===== config.mk =====
export PLATFORM = sky130hd
export DESIGN_NAME = registro_bcd2bin_param
export DESIGN_NICKNAME = d
export VERILOG_FILES = /design/src/rtl/registro_bcd2bin_param.sv
export SDC_FILE = /design/constraint.sdc
export NUM_CORES = 1
export LEC_CHECK = 0
export CORE_UTILIZATION = 59
export CTS_BUF_LIST = sky130_fd_sc_hd__clkbuf_4
export DETAILED_ROUTE_END_ITERATION = 10
export GPL_TIMING_DRIVEN = 0
export HOLD_SLACK_MARGIN = 0.05
export MAX_ROUTING_LAYER = met4
export PLACE_DENSITY = 0.88
export SLEW_MARGIN = 20
export SYNTH_ARGS = -nofsm -noshare
export SYNTH_HDL_FRONTEND = slang
export SYNTH_SLANG_ARGS = --single-unit

===== constraint.sdc =====
create_clock -name reloj -period 2.7 [get_ports reloj]
set_input_delay 0.405 -clock reloj [delete_from_list [all_inputs] [get_ports reloj]]
set_output_delay 0.405 -clock reloj [all_outputs]
set_load 0.02 [all_outputs]

===== src/rtl/registro_bcd2bin_param.sv =====
// Iterative BCD-to-binary converter (shift right, subtract 3 per nibble >= 8).
// One iteration per falling edge of reloj; result held until next start/abort.
module registro_bcd2bin_param #(
  parameter int DIGITOS         = 3,
  parameter int ANCHO_BIN       = 10,
  parameter bit INVERTIR_SALIDA = 1'b1
) (
  input  logic                   reloj,
  input  logic                   reset,
  input  logic                   inicio,
  input  logic                   cancelar,
  input  logic [4*DIGITOS-1:0]   entrada,
  input  logic                   habilitar_salida,
  output logic [ANCHO_BIN-1:0]   salida,
  output logic                   ocupado,
  output logic                   listo,
  output logic                   error_bcd
);

  localparam int ANCHO_BCD = 4 * DIGITOS;
  localparam int ANCHO_CNT = $clog2(ANCHO_BIN + 1);

  typedef enum logic [1:0] {
    REPOSO,
    CONVIRTIENDO,
    LISTO
  } estado_t;

  estado_t                      estado, estado_sig;
  logic [ANCHO_BCD-1:0]         bcd_q, bcd_d;
  logic [ANCHO_BIN-1:0]         bin_q, bin_d;
  logic [ANCHO_BIN-1:0]         resultado_q;
  logic [ANCHO_CNT-1:0]         cuenta_q;
  logic                         error_q;
  logic [ANCHO_BCD+ANCHO_BIN-1:0] desplazado;
  logic                         digito_invalido;
  logic                         ultima;
  logic                         arranque;

  // NOTE: every combinational output gets a default first, so no path leaves it unassigned (no latch).
  always_comb begin
    digito_invalido = 1'b0;
    for (int i = 0; i < DIGITOS; i++) begin
      if (entrada[4*i +: 4] > 4'd9) digito_invalido = 1'b1;
    end
  end

  assign ultima   = (cuenta_q == ANCHO_CNT'(ANCHO_BIN - 1));
  assign arranque = (estado != CONVIRTIENDO) && inicio;

  // One conversion step: shift the joint register right, then correct each BCD nibble.
  always_comb begin
    desplazado = {bcd_q, bin_q} >> 1;
    bcd_d      = desplazado[ANCHO_BCD+ANCHO_BIN-1 -: ANCHO_BCD];
    bin_d      = desplazado[ANCHO_BIN-1:0];
    for (int i = 0; i < DIGITOS; i++) begin
      if (bcd_d[4*i +: 4] >= 4'd8) bcd_d[4*i +: 4] = bcd_d[4*i +: 4] - 4'd3;
    end
  end

  // NOTE: sequential state uses non-blocking assignments so all registers update together.
  always_ff @(negedge reloj or posedge reset) begin
    if (reset) estado <= REPOSO;
    else       estado <= estado_sig;
  end

  always_comb begin
    estado_sig = estado;
    if (cancelar) begin
      estado_sig = REPOSO;
    end else begin
      unique case (estado)
        REPOSO, LISTO: begin
          if (inicio) estado_sig = digito_invalido ? LISTO : CONVIRTIENDO;
        end
        CONVIRTIENDO: begin
          if (ultima) estado_sig = LISTO;
        end
        default: estado_sig = REPOSO;
      endcase
    end
  end

  // Datapath: working register, iteration counter, result and error flag.
  always_ff @(negedge reloj or posedge reset) begin
    if (reset) begin
      bcd_q       <= '0;
      bin_q       <= '0;
      cuenta_q    <= '0;
      resultado_q <= '0;
      error_q     <= 1'b0;
    end else if (cancelar) begin
      bcd_q       <= '0;
      bin_q       <= '0;
      cuenta_q    <= '0;
      resultado_q <= '0;
      error_q     <= 1'b0;
    end else if (arranque) begin
      cuenta_q    <= '0;
      resultado_q <= '0;
      bin_q       <= '0;
      if (digito_invalido) begin
        bcd_q   <= '0;
        error_q <= 1'b1;
      end else begin
        bcd_q   <= entrada;
        error_q <= 1'b0;
      end
    end else if (estado == CONVIRTIENDO) begin
      bcd_q    <= bcd_d;
      bin_q    <= bin_d;
      cuenta_q <= cuenta_q + ANCHO_CNT'(1);
      if (ultima) resultado_q <= bin_d;
    end
  end

  always_comb begin
    ocupado   = (estado == CONVIRTIENDO);
    listo     = (estado == LISTO);
    error_bcd = error_q;
    if (!habilitar_salida)    salida = '0;
    else if (INVERTIR_SALIDA) salida = ~resultado_q;
    else                      salida = resultado_q;
  end

endmodule


* Yosys cells after proc, flatten, opt, wreduce, memory -nomap -nowiden
Cells that the tools add are included.
** Cells by class
- Reduce and logical (&&, ||, !) cells :: 8
- $lt $le $gt $ge :: 6
- Bitwise gates (word level) :: 1
- Multiplexer cells :: 29
- Add/subtract/negate cells :: 4
- Equal/unequal tests :: 6
** Operators with widths (count)
- 10-bit 2-to-1 mux :: 8
- 12-bit 2-to-1 mux :: 4
- 4-bit 2-to-1 mux :: 6
- 4-bit > comparator, second input constant :: 3
- 10-bit inverter :: 1
- 4-bit >= comparator, second input constant :: 2
- 2-bit 2-to-1 mux :: 4
- 4-bit by 2-bit subtractor with 4-bit output, second input constant :: 2
- 1-bit 2-to-1 mux :: 6
- 3-bit nonzero test :: 2
- 4-bit by 1-bit adder with 4-bit output, second input constant :: 1
- 4-bit == test, second input constant :: 1
- 3-bit by 4-bit >= comparator with 1-bit output, second input constant :: 1
- 2-bit case mux with 2 select lines :: 1
- 2-bit AND reduction :: 2
- 3-bit by 2-bit subtractor with 4-bit output, second input constant :: 1
- 3-bit by 2-bit != test with 1-bit output, second input constant :: 1
- 3-bit != test, second input constant :: 1
- 2-bit by 1-bit == test with 1-bit output, second input constant :: 1
- 2-bit == test, second input constant :: 1
- 2-bit logical NOT :: 1
- 2-bit by 1-bit != test with 1-bit output, second input constant :: 1
- 2-bit nonzero test :: 1
- 2-bit OR reduction :: 1
- 1-bit logical AND :: 1
** Word-level totals
- Logic and storage cells :: 60
- Output and inout port bits :: 13
- Input port bits :: 17
- Flip-flop bits (word level) :: 39

* Depth between registers and ports, before layout
- Depth in word-level cells :: 8
- Gate-level depth with buffers :: 7
- Gate-level depth less buffers :: 6

==> reports/metrics.csv <==
metric;value;unit
dpl.cell_count;251;
fillers;201;
yosysWarnings;0;
min_to;bin_q[7];
layout_commonest_cell;dfrtn_1;
dieArea;0.00340;mm2
grt_pass1_wl;6.79;mm
worstSetupPathType;reg2out;
die_w;58.3;um
synth_area;0.00187;mm2
syn_inst;178;
grt_overflow_total;0;
drive_above_1_share;25.6;%
finalMaxSlewViolations;0;
powerDensity;435;mW/mm2
pre_cts_slack;-639;ps
p_leak;1.12;nW
final_cell_mix;dfrtn_1, buf_4, nand2_1;
rr_startpoint;estado[0];
grt_pass1_vias;1553;
r2r_cells;7;
final_cell_count_no_fill;271;
worst-r2r-setup-slack;1030;ps
cts_tree;built;
hold_buffers;0;
setup_violations;12;
grt_max_degree;39;
track_usage;28.3;%
ys_seq_area_share;50.9;%
async_flop_share;100;%
n_antenna_cell;0;
root_buffer;clkbuf_4;
antenna_left;0;
finalHoldViolCount;0;
clock_latency;340;ps
max-slew-margin-rel;47.8;%
start_util;61.7;%
clockBufferDepth;2;
clock_sinks;38;
io_pins;30;
vdd_drop_max;0.390;mV
clkTransAtPathRegs;80;ps
ys_ff_latch;38;
dr.first_iter.drc_count;93;
fp-row-count;20;
fin_ws;-162;ps
wirelength;4.12;mm
htree_num_levels;2;
antenna_found_initial;0;
via_count;1548;
timing.critical_path.fanout_max;3;
worstSetupEndpointType;primary output;
drc_errors;0;
synth-edff-count;0;
rsz0062_at_grt;yes;
dr.pass1.iters;7;
area_growth;25.8;%
r2r_end;bcd_q[2];
syn_area_per_cell;10.5;um2
gp_congestion;0.825;
failed_checks;negative setup slack;
cp.required;2300;ps
multi_input_area;855;um2
die_y;58.3;um
synth_cell_type_count;36;
final_net_count;250;
core_area;0.00303;mm2
postLayoutCoreUtil;77.6;%
hp-start;bin_q[7];
startpoint_type;flop;
tightest_slew;781;ps
worstHoldPathCells;1;
finClkSkew;5.01;ps
status;complete, but fails checks;
wl_per_cell;15.2;um
viasPerCell;5.71;
place_hpwl;2.80;mm
finalSetupTns;-422;ps
numCtsBuffers;5;
cap_violations;0;
synthFlopType;dfrtn_1;
hold_path.class;reg2reg;
syn-num-nets;201;
seqCellArea;951;um2
portBuffers;29;
worst_ep_arrival_time;2460;ps
-- power breakdown --
part	switching, W	total, W	internal [W]
sequential	0.0000104	0.000592	0.000582
clock	0.000193	0.000286	0.0000936
combinational	0.0000819	0.000145	0.0000632
total	0.000285	0.00102	0.000739
-- repair_timing --
item	4_1_cts	5_1_grt
setup endpoints to repair	45	13
pin swaps	1	0
gates resized for setup	84	5
buffers inserted	7	6
-- flip-flops by register name (all words and copies together), names as in the netlist --
register / cells
bcd_q: 12
bin_q: 9
cuenta_q: 4
error_bcd: 1
estado: 2
resultado_q: 10
-- cells in the mapped netlist (all sizes together), types with 3 or more instances --
cell / count / area, um2
a21o: 3 / 22.5
a21oi: 13 / 65.1
a221o: 6 / 66.3
a22o: 10 / 87.6
buf: 7 / 48.8
dfrtn: 38 / 951
ha: 6 / 75.1
inv: 9 / 38.8
nand2: 26 / 100
nand3: 4 / 20.0
nor2: 10 / 40.0
nor2b: 13 / 81.3
nor3: 3 / 26.3
o21ai: 8 / 40.0
xnor2: 4 / 35.0
-- critical path, stage by stage, from the launching register on --
cell	delay (ps)
dfrtn_1	500
nand2b_4	100
inv_8	60
buf_6	100
-- metal layers --
| layer | global-route usage [%] | part of all wire [%] | up-vias |
|---|---|---|---|
| met3 | 8.26 | 7.0 | 13 |
| li1 | - | - | 725 |
| met2 | 43.0 | 50 | 67 |
| met4 | 16.7 | 3.1 | 0 |
| met1 | 33.3 | 40 | 743 |
| met5 | - | 0 | - |
-- layout make-up --
| type | instances | area share, % |
|---|---|---|
| sequential | 38 | 40.4 |
| multi-input combinational | 124 | 36.3 |
| clock inverter | 2 | 0.426 |
| buffer | 7 | 2.24 |
| tap | 44 | 2.34 |
| inverter | 9 | 1.76 |
| timing repair buffer | 42 | 14.8 |
| clock buffer | 5 | 1.60 |
-- how the worst max path moves through the flow --
stage	startpoint	endpoint	slack, ps	cells after the start
2_1_floorplan	entrada[6]	bcd_q[0]	10	5
3_3_place_gp	cancelar	bcd_q[2]	-600	6
3_5_place_dp	entrada[6]	bcd_q[2]	-640	6
4_1_cts	estado[1]	ocupado	-150	3
5_1_grt	estado[0]	ocupado	-200	3
6_report	estado[0]	ocupado	-160	3
-- cells by family (layout without fill, tap and decap cells) --
| kind of cell | count (synthesis) | after routing | synth area share [%] |
|---|---|---|---|
| AOI/OAI and AO/OA | 49 | 49 | 19.1 |
| xor gates and xnor gates | 6 | 6 | 2.81 |
| adders and majority gates | 6 | 6 | 4.02 |
| buffers and inverters | 16 | 65 | 4.69 |
| DFF | 38 | 38 | 50.9 |
| muxes | 2 | 2 | 1.07 |
| and+or+nand+nor | 61 | 61 | 17.5 |
-- stage by stage --
step	power [W]	instance area [um2]	hold slack, ps
after floorplan	0.000678	1870	426
after global placement	0.000739	2210	447
after detailed placement	0.000745	2210	471
after CTS	0.00102	2290	475
after global routing	0.00107	2350	495
final	0.00102	2350	475
(Power assumes the default switching activity.)
